**src/rtl/if_id_pkg.sv**
```systemverilog
// Shared types and constants for the fetch-to-decode instruction queue.
package if_id_pkg;

  localparam logic [31:0] NOP_INSTR = 32'h00000013;

  typedef struct packed {
    logic [31:0] pc;
    logic [31:0] pcPlus4;
    logic [31:0] instr;
  } if_id_entry_t;

endpackage

```
**src/rtl/if_id_queue_sync_fifo.sv**
```systemverilog
// Circular-buffer FIFO with occupancy count and a synchronous clear.
// Pushes to a full FIFO and pops from an empty FIFO are ignored.
module sync_fifo #(
  parameter int WIDTH = 96,
  parameter int DEPTH = 4
) (
  input  logic                     clk,
  input  logic                     rst,
  input  logic                     clr,
  input  logic                     push,
  input  logic                     pop,
  input  logic [WIDTH-1:0]         wr_data,
  output logic [WIDTH-1:0]         rd_data,
  output logic [$clog2(DEPTH):0]   count
);

  localparam int PW = $clog2(DEPTH);
  localparam int CW = PW + 1;

  logic [WIDTH-1:0] mem_r [DEPTH];
  logic [PW-1:0]    wr_ptr_r;
  logic [PW-1:0]    rd_ptr_r;
  logic [CW-1:0]    count_r;
  logic             push_en_s;
  logic             pop_en_s;

  assign push_en_s = push & (count_r != CW'(DEPTH)) & ~clr;
  assign pop_en_s  = pop & (count_r != {CW{1'b0}}) & ~clr;

  // Storage is deliberately left unreset; the count masks stale contents.
  always_ff @(posedge clk) begin
    if (push_en_s && !rst) begin
      mem_r[wr_ptr_r] <= wr_data;
    end
  end

  // Pointers wrap by natural overflow since DEPTH is a power of two.
  always_ff @(posedge clk) begin
    if (rst) begin
      wr_ptr_r <= {PW{1'b0}};
      rd_ptr_r <= {PW{1'b0}};
      count_r  <= {CW{1'b0}};
    end else if (clr) begin
      wr_ptr_r <= {PW{1'b0}};
      rd_ptr_r <= {PW{1'b0}};
      count_r  <= {CW{1'b0}};
    end else begin
      if (push_en_s) begin
        wr_ptr_r <= wr_ptr_r + PW'(1);
      end
      if (pop_en_s) begin
        rd_ptr_r <= rd_ptr_r + PW'(1);
      end
      case ({push_en_s, pop_en_s})
        2'b10:   count_r <= count_r + CW'(1);
        2'b01:   count_r <= count_r - CW'(1);
        default: count_r <= count_r;
      endcase
    end
  end

  assign rd_data = mem_r[rd_ptr_r];
  assign count   = count_r;

endmodule

```
**src/rtl/if_id_queue.sv**
```systemverilog
// Fetch-to-decode instruction queue: first-word fall-through FIFO with redirect
// flush, and a NOP bubble presented to decode whenever the queue is empty.
import if_id_pkg::*;

module if_id_queue #(
  parameter int          DEPTH = 4,
  parameter int          XLEN  = 32,
  parameter logic [31:0] NOP   = NOP_INSTR
) (
  input  logic                   clk,
  input  logic                   rst,
  input  logic                   flush,
  input  logic                   in_valid,
  output logic                   in_ready,
  input  logic [XLEN-1:0]        pc_IF,
  input  logic [XLEN-1:0]        pcPlus4_IF,
  input  logic [XLEN-1:0]        instr_IF,
  input  logic                   out_ready,
  output logic                   out_valid,
  output logic [XLEN-1:0]        pc_ID,
  output logic [XLEN-1:0]        pcPlus4_ID,
  output logic [XLEN-1:0]        instr_ID,
  output logic [$clog2(DEPTH):0] count
);

  localparam int CW      = $clog2(DEPTH) + 1;
  localparam int ENTRY_W = 3 * XLEN;

  logic               push_s;
  logic               pop_s;
  logic [ENTRY_W-1:0] wr_data_s;
  logic [ENTRY_W-1:0] rd_data_s;
  logic [CW-1:0]      count_s;

  // in_ready looks only at the registered count, so no out_ready->in_ready path.
  assign in_ready  = (count_s != CW'(DEPTH));
  assign out_valid = (count_s != {CW{1'b0}});
  assign push_s    = in_valid & in_ready & ~flush;
  assign pop_s     = out_valid & out_ready & ~flush;
  assign wr_data_s = {pc_IF, pcPlus4_IF, instr_IF};
  assign count     = count_s;

  sync_fifo #(
    .WIDTH (ENTRY_W),
    .DEPTH (DEPTH)
  ) u_fifo (
    .clk     (clk),
    .rst     (rst),
    .clr     (flush),
    .push    (push_s),
    .pop     (pop_s),
    .wr_data (wr_data_s),
    .rd_data (rd_data_s),
    .count   (count_s)
  );

  // Empty head presents a bubble rather than whatever stale word sits in storage.
  always_comb begin
    pc_ID      = {XLEN{1'b0}};
    pcPlus4_ID = {XLEN{1'b0}};
    instr_ID   = XLEN'(NOP);
    if (out_valid) begin
      pc_ID      = rd_data_s[3*XLEN-1:2*XLEN];
      pcPlus4_ID = rd_data_s[2*XLEN-1:XLEN];
      instr_ID   = rd_data_s[XLEN-1:0];
    end else begin
      pc_ID      = {XLEN{1'b0}};
      pcPlus4_ID = {XLEN{1'b0}};
      instr_ID   = XLEN'(NOP);
    end
  end

endmodule

```
**config.mk**
```make
export PLATFORM = sky130hd
export DESIGN_NAME = if_id_queue
export DESIGN_NICKNAME = d
export VERILOG_FILES = /design/src/rtl/if_id_pkg.sv /design/src/rtl/if_id_queue_sync_fifo.sv /design/src/rtl/if_id_queue.sv
export SDC_FILE = /design/constraint.sdc
export NUM_CORES = 1
export LEC_CHECK = 0
export ABC_AREA = 1
export CAP_MARGIN = 20
export CORE_UTILIZATION = 50
export DETAILED_ROUTE_END_ITERATION = 7
export PLACE_DENSITY_LB_ADDON = 0.15
export REMOVE_ABC_BUFFERS = 1
export SLEW_MARGIN = 20
export SYNTH_ARGS = -nofsm -noshare
export SYNTH_HDL_FRONTEND = slang
export SYNTH_SLANG_ARGS = --single-unit
export TNS_END_PERCENT = 100
```
**constraint.sdc**
```tcl
create_clock -name clk -period 13.8 [get_ports clk]
set_input_delay 2.07 -clock clk [delete_from_list [all_inputs] [get_ports clk]]
set_output_delay 2.07 -clock clk [all_outputs]
set_load 0.05 [all_outputs]
```
==> key figures <==
Status
  – Status: finished, final reports clean

Clock network
  – CTS resizes: 0
  – Clock root buffer: clkbuf_16
  – H-Tree Depth: 2
  – CTS max path bufs: 3
  – Num CTS Buffers: 40
  – Clock Latency Late Sink: roughly 0.52 ns
  – Clock sinks: approximately 390
  – Clk slew on worst S/H paths: about 0.06 ns
  – Postcts setup bufs: 0
  – CTS tree: yes
  – Hold-fix buffer count after cts: 0

Worst setup path
  – Worst Path Arrival: roughly 4.2 ns
  – Worst Setup End Kind: primary output
  – Crit path max fanout: 90
  – Req. time, crit path: 11.73 ns
  – Critical path class: reg2out
  – Startpoint types: register

GRT
  – Antenna violations before repair: 2
  – Largest net degree at the start of global routing: between 100 and 150
  – Vias in the first global route: between 9000 and 10000
  – GR Overflow Total: 0
  – GR Util All Layers: 0.211
  – First-pass GRT wire length: approximately 50000 um

Finish
  – Fillers: around 2300
  – Layout cells sized above 1: 0.0542
  – Most frequent cells in the layout: edfxtp_1, nor2_1, clkdlybuf4s50_1
  – Post-Layout Cell Count: between 1500 and 2000
  – Commonest non-fill, non-tap cell in the layout: edfxtp_1
  – Multi-input logic area: between 3000 and 4000 um2
  – Final-stage net count: around 1500
  – Final Core Density: 0.629
  – Area Overhead vs Synth: 22.8%
  – Register area: roughly 12000 um2

Worst hold path
  – Hold WC Path Type: reg2reg

Synthesis
  – Gate Count Post-Synth: roughly 1200
  – Avg Inst Size Synth: approximately 13 um2
  – Post-synthesis sequential area ratio: 0.763
  – Synthesized area: 15400 um2
  – YS warnings: 0
  – Synth cell types: 17
  – Synth Register Bits: around 390

Detailed routing
  – Met2 Wirelength: roughly 16000 um
  – Vias per cell: around 5.3
  – Top sig layer: met4
  – Via count: 9566
  – Residual DRC: 0
  – M1 WL: 14000 um
  – DR WL met3: 1930 um
  – DRT iter0 DRCs: 603
  – Final ANT Viol Nets: 0
  – Final WL: ~33000 um
  – Total iterations of the first detailed-routing run: 5
  – Avg WL per Cell: 18.1 um

STA
  – Hold Vio Cnt, Final: 0
  – Worst Tran Pin Value: around 1.1 ns
  – Tcrit/Tclk final: 0.456
  – Tmin final: roughly 6.3 ns
  – TNS Setup: 0 ns
  – Final Slew Violations: 0
  – Max frequency: between 150 and 200 MHz
  – Slew HR: 0.278
  – RSZ-0062 raised after global routing: false
  – Final setup vio count: 0
  – Worst clock skew: 0.0112 ns

Place
  – I/O Buffers: 201
  – Gpl congestion: roughly 0.75
  – Inst Count DP: 1740
  – DP HPWL: 17600 um

Power and ir drop
  – Worst vdd ir: 0.0949 mV
  – Flop pwr share: 0.525
  – Proportion of power drawn by the clock network: 0.409
  – PD cells: between 100 and 150 nW/um2
  – Net Sw Frac: 0.209
  – Pint: 2.00 mW
  – Logic pwr share: 0.066
  – Switch Pwr: about 530 uW
  – P_leak: between 6 and 7 nW

Floorplanning
  – FP Rows: 63
  – Core ar.: around 30000 um2
  – Initial Util: 0.513
  – Die Span Y: between 150 and 200 um
  – Top Ports: about 200
  – Die area: 31400 um2
  – Die width: between 150 and 200 um

Flow run
  – Max-cap viol count: 0
sequential cells by signal (all words and copies together), names as in the netlist, named ones only:
signal,flops
u_fifo.count,3
u_fifo.mem_r,384
u_fifo.rd_ptr_r,2
u_fifo.wr_ptr_r,2
per-stage QoR:
step / setup slack (ns) / area, um2 / power (mW) / hold WS [ns]
2_1_floorplan: 5.17 / 14900 / 1.44 / 0.463
3_3_place_gp: 8.07 / 17600 / 1.52 / 0.479
5_1_grt: 7.21 / 18800 / 2.61 / 0.521
3_5_place_dp: 8.04 / 17600 / 1.52 / 0.481
4_1_cts: 7.47 / 18800 / 2.55 / 0.492
6_report: 7.51 / 18800 / 2.53 / 0.488
cell usage after synthesis:
master / number / area share
nor2_1: 385 / 0.094
buf_4: 20 / 0.0098
inv_1: 20 / 0.0049
buf_6: 7 / 0.0051
fa_1: 1 / 0.0013
clkbuf_1: 21 / 0.0051
dfxtp_1: 9 / 0.012
ha_1: 5 / 0.0041
buf_2: 17 / 0.0055
nand3_1: 6 / 0.0020
buf_1: 8 / 0.0020
inv_2: 2 / 0.00049
edfxtp_1: 384 / 0.75
o21ai_0: 164 / 0.053
nand2_1: 29 / 0.0071
a21oi_1: 103 / 0.034
o21ai_1: 27 / 0.0088
power by group through the flow:
stage / Clock, mW / Combinational, mW / Sequential [mW]
finish: 1.03 / 0.166 / 1.33
global route: 1.10 / 0.177 / 1.33
CTS: 1.05 / 0.168 / 1.33
detailed placement: 0 / 0.167 / 1.35
global placement: 0 / 0.165 / 1.35
floorplan: 0 / 0.0812 / 1.36
cell families (layout without fill, tap and decap cells):
group,after synthesis,after routing,share of synthesized area
buffers and inverters,95,308,0.0329
other,0,3,0
AND/OR/NAND/NOR,420,420,0.103
AO/OA/AOI/OAI,294,294,0.0958
flip-flops,393,393,0.763
adder cells (fa/ha/maj),6,6,0.00538
critical path, stage by stage, from the launching register on:
cell and delay, ns:
dfxtp_4 0.62, buf_4 0.65, buf_4 0.88, nor2_1 0.13
nor2_1 0.13, o21ai_0 0.10, a21oi_1 0.28, clkdlybuf4s50_1 0.86
routing by layer:
layer	vias to the layer above	global-route usage
li1	4650	-
met1	4619	0.269
met2	255	0.363
met3	42	0.0419
met4	0	0.0607
met5	-	0
layout make-up:
cell class	count	share of cell area
sequential	393	0.622
tap	390	0.0259
antenna	3	0.000398
clock buffer	49	0.0560
timing repair buffer	215	0.112
inverter	22	0.00471
multi-input combinational	720	0.168
clock inverter	22	0.0108
path summary, 6_finish.rpt:
path / cells past startpoint / end / startpoint / slack [ns]
setup reg to reg: 5 / u_fifo.mem_r[1][65]$_DFFE_PP_ / u_fifo.count[1]$_SDFFE_PP0P_ / 11.38
hold reg to reg: 2 / register / u_fifo.rd_ptr_r[1]$_SDFFE_PP0P_ / 0.49
hold / removal: 2 / register / u_fifo.rd_ptr_r[1]$_SDFFE_PP0P_ / 0.49
setup / recovery: 7 / pc_ID[22] / register / 7.51
No activity file was read; power rests on OpenSTA's default activity.
